[config.mk]
export PLATFORM = sky130hd
export DESIGN_NAME = div_issue_ctrl
export DESIGN_NICKNAME = d
export VERILOG_FILES = /design/src/rtl/div_pkg.sv /design/src/rtl/div_operand_classify.sv /design/src/rtl/div_issue_ctrl.sv
export SDC_FILE = /design/constraint.sdc
export NUM_CORES = 1
export LEC_CHECK = 0
export BUFFER_PORTS_ARGS = -buffer_cell sky130_fd_sc_hd__buf_4
export CAP_MARGIN = 20
export CORE_MARGIN = 1
export CORE_UTILIZATION = 45
export DETAILED_ROUTE_END_ITERATION = 7
export GPL_ROUTABILITY_DRIVEN = 0
export PLACE_DENSITY = 0.77
export SYNTH_ARGS = -nofsm -noshare
export SYNTH_HDL_FRONTEND = slang
export SYNTH_SLANG_ARGS = --single-unit
export TNS_END_PERCENT = 1
[constraint.sdc]
create_clock -name clk -period 2.8 [get_ports clk]
set_clock_uncertainty 0.1 [all_clocks]
set_input_delay 0.56 -clock clk [delete_from_list [all_inputs] [get_ports clk]]
set_output_delay 0.56 -clock clk [all_outputs]
set_load 0.01 [all_outputs]
[src/rtl/div_pkg.sv]
// Shared types and constants for the EX-stage divider issue controller.
package div_pkg;
    localparam int XLEN = 32;
    localparam logic [XLEN-1:0] ZERO_QUOT = '1;

    typedef enum logic [1:0] {
        IDLE  = 2'd0,
        RUN   = 2'd1,
        DONE  = 2'd2,
        DRAIN = 2'd3
    } div_state_t;
endpackage

[src/rtl/div_operand_classify.sv]
// Operand decode for the divider issue controller: flags requests that never need the divider.
// DIV_TRIVIAL_BYPASS_EN enables the divide-by-one / zero-dividend shortcut.
module div_operand_classify
    import div_pkg::*;
(
    input  logic [XLEN-1:0] a,
    input  logic [XLEN-1:0] b,
    output logic            is_zero_div,
    output logic            is_trivial
);
    assign is_zero_div = (b == '0);

`ifdef DIV_TRIVIAL_BYPASS_EN
    // Both cases return hi=0, lo=a, so the controller needs no further decode.
    assign is_trivial = (b == XLEN'(1)) || ((a == '0) && (b != '0));
`else
    // Operand a only matters for the bypass.
    assign is_trivial = 1'b0 & (a == '0);
`endif
endmodule

[src/rtl/div_issue_ctrl.sv]
// Sequences the multi-cycle divider for EX: stalls the pipe, holds div_start until
// div_ready, writes HI/LO once, and drains a flushed divide. Optional: DIV_TRIVIAL_BYPASS_EN.
module div_issue_ctrl
    import div_pkg::*;
(
    input  logic              clk,
    input  logic              rst,
    input  logic              req_valid,
    input  logic              req_signed,
    input  logic [XLEN-1:0]   req_a,
    input  logic [XLEN-1:0]   req_b,
    input  logic              flush,
    output logic              stall,
    output logic              hilo_we,
    output logic [XLEN-1:0]   hi,
    output logic [XLEN-1:0]   lo,
    output logic              busy,
    output logic              div_start,
    output logic              div_signed,
    output logic [XLEN-1:0]   div_a,
    output logic [XLEN-1:0]   div_b,
    input  logic [2*XLEN-1:0] div_result,
    input  logic              div_ready
);
    div_state_t state;
    logic       is_zero_div;
    logic       is_trivial;

    div_operand_classify u_classify (
        .a           (req_a),
        .b           (req_b),
        .is_zero_div (is_zero_div),
        .is_trivial  (is_trivial)
    );

    // DONE releases the stall so EX advances exactly once per divide.
    assign stall     = req_valid & ~flush & (state != DONE);
    assign hilo_we   = (state == DONE) & ~flush;
    assign busy      = (state != IDLE);
    assign div_start = (state == RUN) | (state == DRAIN);

    always_ff @(posedge clk) begin
        if (rst) begin
            state      <= IDLE;
            hi         <= '0;
            lo         <= '0;
            div_signed <= 1'b0;
            div_a      <= '0;
            div_b      <= '0;
        end else begin
            case (state)
                IDLE: begin
                    if (req_valid && !flush) begin
                        if (is_zero_div) begin
                            hi    <= req_a;
                            lo    <= ZERO_QUOT;
                            state <= DONE;
                        end else if (is_trivial) begin
                            hi    <= '0;
                            lo    <= req_a;
                            state <= DONE;
                        end else begin
                            div_signed <= req_signed;
                            div_a      <= req_a;
                            div_b      <= req_b;
                            state      <= RUN;
                        end
                    end
                end
                RUN: begin
                    if (div_ready) begin
                        if (flush) begin
                            state <= IDLE;
                        end else begin
                            hi    <= div_result[2*XLEN-1:XLEN];
                            lo    <= div_result[XLEN-1:0];
                            state <= DONE;
                        end
                    end else if (flush) begin
                        state <= DRAIN;
                    end
                end
                // The divider cannot be aborted; keep start high until it finishes.
                DRAIN: begin
                    if (div_ready) state <= IDLE;
                end
                DONE: state <= IDLE;
                default: state <= IDLE;
            endcase
        end
    end
endmodule
Yosys cells after proc, flatten, opt, wreduce, memory -nomap -nowiden --
Cells that the tools add are included.
Storage, ports and cells: output and inout bits 133, input bits 134, flip-flop bits (word level) 131, logic and storage cells 48
Operators by class: mux-type cells 17, bitwise operators 6, equal/unequal tests 10, reduce and logical (&&, ||, !) cells 9
Operators with widths (number):
- 2-to-1 mux 32 bit | 8
- case mux 32 bit (2 select lines) | 2
- logical NOT 32 bit | 1
- 2-to-1 mux 2 bit | 6
- != test 2 bit (second input constant) | 6
- case mux 2 bit (4 select lines) | 1
- AND reduction 3 bit | 2
- AND reduction 5 bit | 1
- equality test 2 bit (second input constant) | 2
- nonzero test 2 bit | 2
- AND 1 bit | 3
- != test 3 bit (second input constant) | 1
- equality test 2 x 1 -> 1 bit (second input constant) | 1
- logical NOT 2 bit | 1
- inverter 1 bit | 2
- logical AND 1 bit | 1
- logical NOT 1 bit | 1
- OR 1 bit | 1

Logic depth before layout (Yosys ltp) --
depth after elaboration 4, depth in mapped cells 8, gate-level depth less buffers 5

Modules after synthesis --
Synthesis repeated with hierarchy kept, for this count alone.
Unflattened totals: cells, all modules 746, area, all modules 6567.5 sq um
Modules (own cells, without submodules):
- div_issue_ctrl | seq. area each 2622.5 sq um, times used 1, cells each 733, area each 6483.7 sq um
- div_operand_classify | seq. area each 0.0 sq um, times used 1, cells each 13, area each 83.8 sq um

Worst setup path after synthesis --
No wires, ideal clock.
path kind input to register, from input port req_b[18], to register hi[10], buffers on the path 2, library setup time 0.146 ns, arrival 1.665 ns, stages on the path 7, data required time 2.554 ns, setup slack 0.889 ns, path through nor4_2 > nand4_1 > o21ai_1 > nor2b_1 > buf_2 > buf_4 > a211oi_2
Between the ends: longest elaborated chain between the ends 3
Ends and longest elaborated chain:
- start: declaration | RTL line div_issue_ctrl.sv:11 | input logic [XLEN-1:0] req_b,
- logical NOT 32 bit | RTL line div_operand_classify.sv:11 | assign is_zero_div = (b == '0);
- != test 2 bit (no line)
- AND reduction 5 bit (no line)
- end signal: assignment | RTL line div_issue_ctrl.sv:55 | hi <= req_a;
- end signal: assignment | RTL line div_issue_ctrl.sv:75 | hi <= div_result[2*XLEN-1:XLEN];
- end: declaration | RTL line div_issue_ctrl.sv:15 | output logic [XLEN-1:0] hi,
Every way passes these cells. A chain may end at the register's enable or synchronous reset.

Final worst setup path --
from register state[1], to output port hilo_we
Between the ends: longest elaborated chain between the ends 2
Ends and longest elaborated chain:
- start: declaration | RTL line div_issue_ctrl.sv:25 | div_state_t state;
- start signal: assignment | RTL line div_issue_ctrl.sv:44 | state <= IDLE;
- start signal: assignment | RTL line div_issue_ctrl.sv:57 | state <= DONE;
- start signal: assignment | RTL line div_issue_ctrl.sv:61 | state <= DONE;
- equality test 2 bit | RTL line div_issue_ctrl.sv:38 | assign hilo_we = (state == DONE) & ~flush;
- AND 1 bit | RTL line div_issue_ctrl.sv:38
- end: declaration | RTL line div_issue_ctrl.sv:14 | output logic hilo_we,
Every way passes these cells.

==> results.md <==
- Leak: 0.003358 uW
- Final Power: 4844 uW
- Final setup fails: 0
- Core Box Area: 12160 sq um
- Area occupied by registers: 2623 sq um
- Num rows: 40
- Die Footprint: 13070 sq um
- Final wirelength: 18040 um
- Final WS setup: 425.4 ps
- Number of synthesized flops with an enable pin: 0
- Drt first pass iters: 5
- Clk root buf: clkbuf_16
- Initial antenna violation count: 0
- Share of cells above drive strength 1: 44.79%
- Pin count of the biggest net entering global routing: 70
- Yosys reg bits: 131
- IO Port Bufs: 266
- Post-Syn Instances: 655
- Crit end category: primary output
- CTS-repair resized insts: 0
- Outcome: completed
- WL/cell: 16.86 um
- Clock latency on the worst-skew pair: 410 ps
- Slew Limit Headroom: 57.66%
- Starting Density: 46.67%
- WP data required: 2140 ps
- Worst slack at placement: 305.3 ps
- WP data arrival: 1710 ps
- Mapped Nets: 789
- Layout net count: 1026
- Post-CTS Hold Buffers: 0
- Top_reg_cell synth: dfxtp_1
- R2R depth: 6
- Setup Crit Path Kind: reg2out
- Clock Tree Buf Depth: 2
- # DRC: 0
- Post-DP HPWL: 12850 um
- Area Overhead vs Synth: 46.21%
- Setup Fix Bufs, Post-CTS: 0
- Hold path depth: 3
- Critical path peak fanout: 30
- Async S/R FF share, synth: 0%
- Worst vdd ir: 0.0004151 V
- Fill cells: 968
- Fin crit period: 2375 ps
- Synth Warn #: 0
- Fmax: 0.4211 GHz
- Initial DRC Count: 507
- RSZ-0062 raised after global routing: false
- Synthesized area per cell: 8.665 sq um
- Clock sink count: 131
- Library cells used by synthesis: 29
- Chip Height: 114.3 um
- Via Count: 5805
- Max_cap viols: 0
- Crit share post-route: 84.81%
- Seq/Total Area, Yosys: 46.21%
- H-tree depth: 4
- Area occupied by multi-input gates: 2733 sq um
- Mapped cell area: 5675 sq um
- # diodes: 0
- Slew @ Worst Pin: 628.4 ps
- Reg clk slew, reported paths: 60 ps
- Fin. max-slew vios: 0
- Setup TNS: 0 ps
- Antenna-violating nets left: 0
- Worst setup SP type: register
- Grt ovf: 0
- Vias in the first global route: 5767
- Die W: 114.3 um
- Hold Crit Class: in2reg
- Io pins: 267
- CTS buffer count: 17
- CTS tree: built
- Utilization after layout: 68.23%
- Via density: 5.425
- Hold WS: 290.0 ps
- Final Hold Fails: 0
- Pwr Density: 583.8 nW/um^2
- First-pass GRT wire length: 28190 um
- Total track usage: 27.90%
flip-flops by register name, indices dropped and copies added (netlist names):
signal and count:
state 2, lo 32, div_b 32, div_a 32, hi 32, div_signed 1
kinds of logic after synthesis:
kind of cell,share of synthesized area (%)
buffers and inverters,6.437
AND/OR/NAND/NOR,23.28
flip-flops,46.21
AO/OA/AOI/OAI,24.07
cells in the mapped netlist (14+ instances only):
cell type	instances	area, sq um
clkbuf_1	31	116.4
or4_1	33	247.7
a21oi_1	105	525.5
a21oi_2	29	254.0
a211oi_2	29	362.9
nor2_1	37	138.9
o21ai_0	34	170.2
buf_4	14	105.1
nand2_1	131	491.7
dfxtp_1	131	2623
nor3_2	22	220.2
buf_2	16	80.08
power breakdown:
part | switching, uW | internal (uW)
clock | 752 | 1170
sequential | 66.2 | 1970
combinational | 477 | 408
total | 1300 | 3550
placed cells by master, fill, tap and decap left out, types with 2 or more instances in the layout:
cell       synthesis  layout
inv_1              2       2
or4_1             33      33
clkbuf_1          31       2
dfxtp_1          131     131
and4_1             2       2
a211oi_1           4       4
clkinv_2           0       7
clkbuf_8           0       3
nand4_1            2       2
a21oi_1          105     105
o21ai_0           34      34
clkbuf_16          0      17
nand2_1          131     131
nor3_2            22      22
nor2_2             1       2
nor4_2             8       8
buf_12             0       7
a21oi_2           29      28
buf_4             14     276
nor2_1            37      36
a211oi_2          29      28
nor3_1            11      11
worst paths after layout:
check | startpoint | end | slack [ps]
max | state[1] | hilo_we | 430
min | div_result[21] | lo[21] | 290
max reg2reg | state[1] | hi[25] | 560
min reg2reg | div_a[1] | div_a[1] | 350
critical path, stage by stage, from the launching register on:
cell and delay [ps]:
dfxtp_1 540, buf_4 360, nor3b_1 230, buf_4 160
metal layers:
metal	track usage (%)	wire length, um	vias to the layer above
met3	9.052	1464	45
met2	46.83	8871	268
met1	31.79	7137	2725
li1	-	-	2767
met5	0	0	-
met4	14.20	563	0
metrics by stage:
| step | cells | instance area [sq um] |
|---|---|---|
| final | 1070 | 8298 |
| after global routing | 1070 | 8298 |
| after CTS | 1070 | 8298 |
| after detailed placement | 1041 | 7789 |
| after global placement | 1041 | 7789 |
| after floorplan | 655 | 5675 |
layout make-up:
cell class | count | share of cell area, %
multi-input combinational | 456 | 32.93
sequential | 131 | 31.60
timing repair buffer | 283 | 26.66
clock buffer | 22 | 5.715
tap | 168 | 2.533
clock inverter | 7 | 0.4222
inverter | 3 | 0.1357
Power figures use the tool's default switching activity.
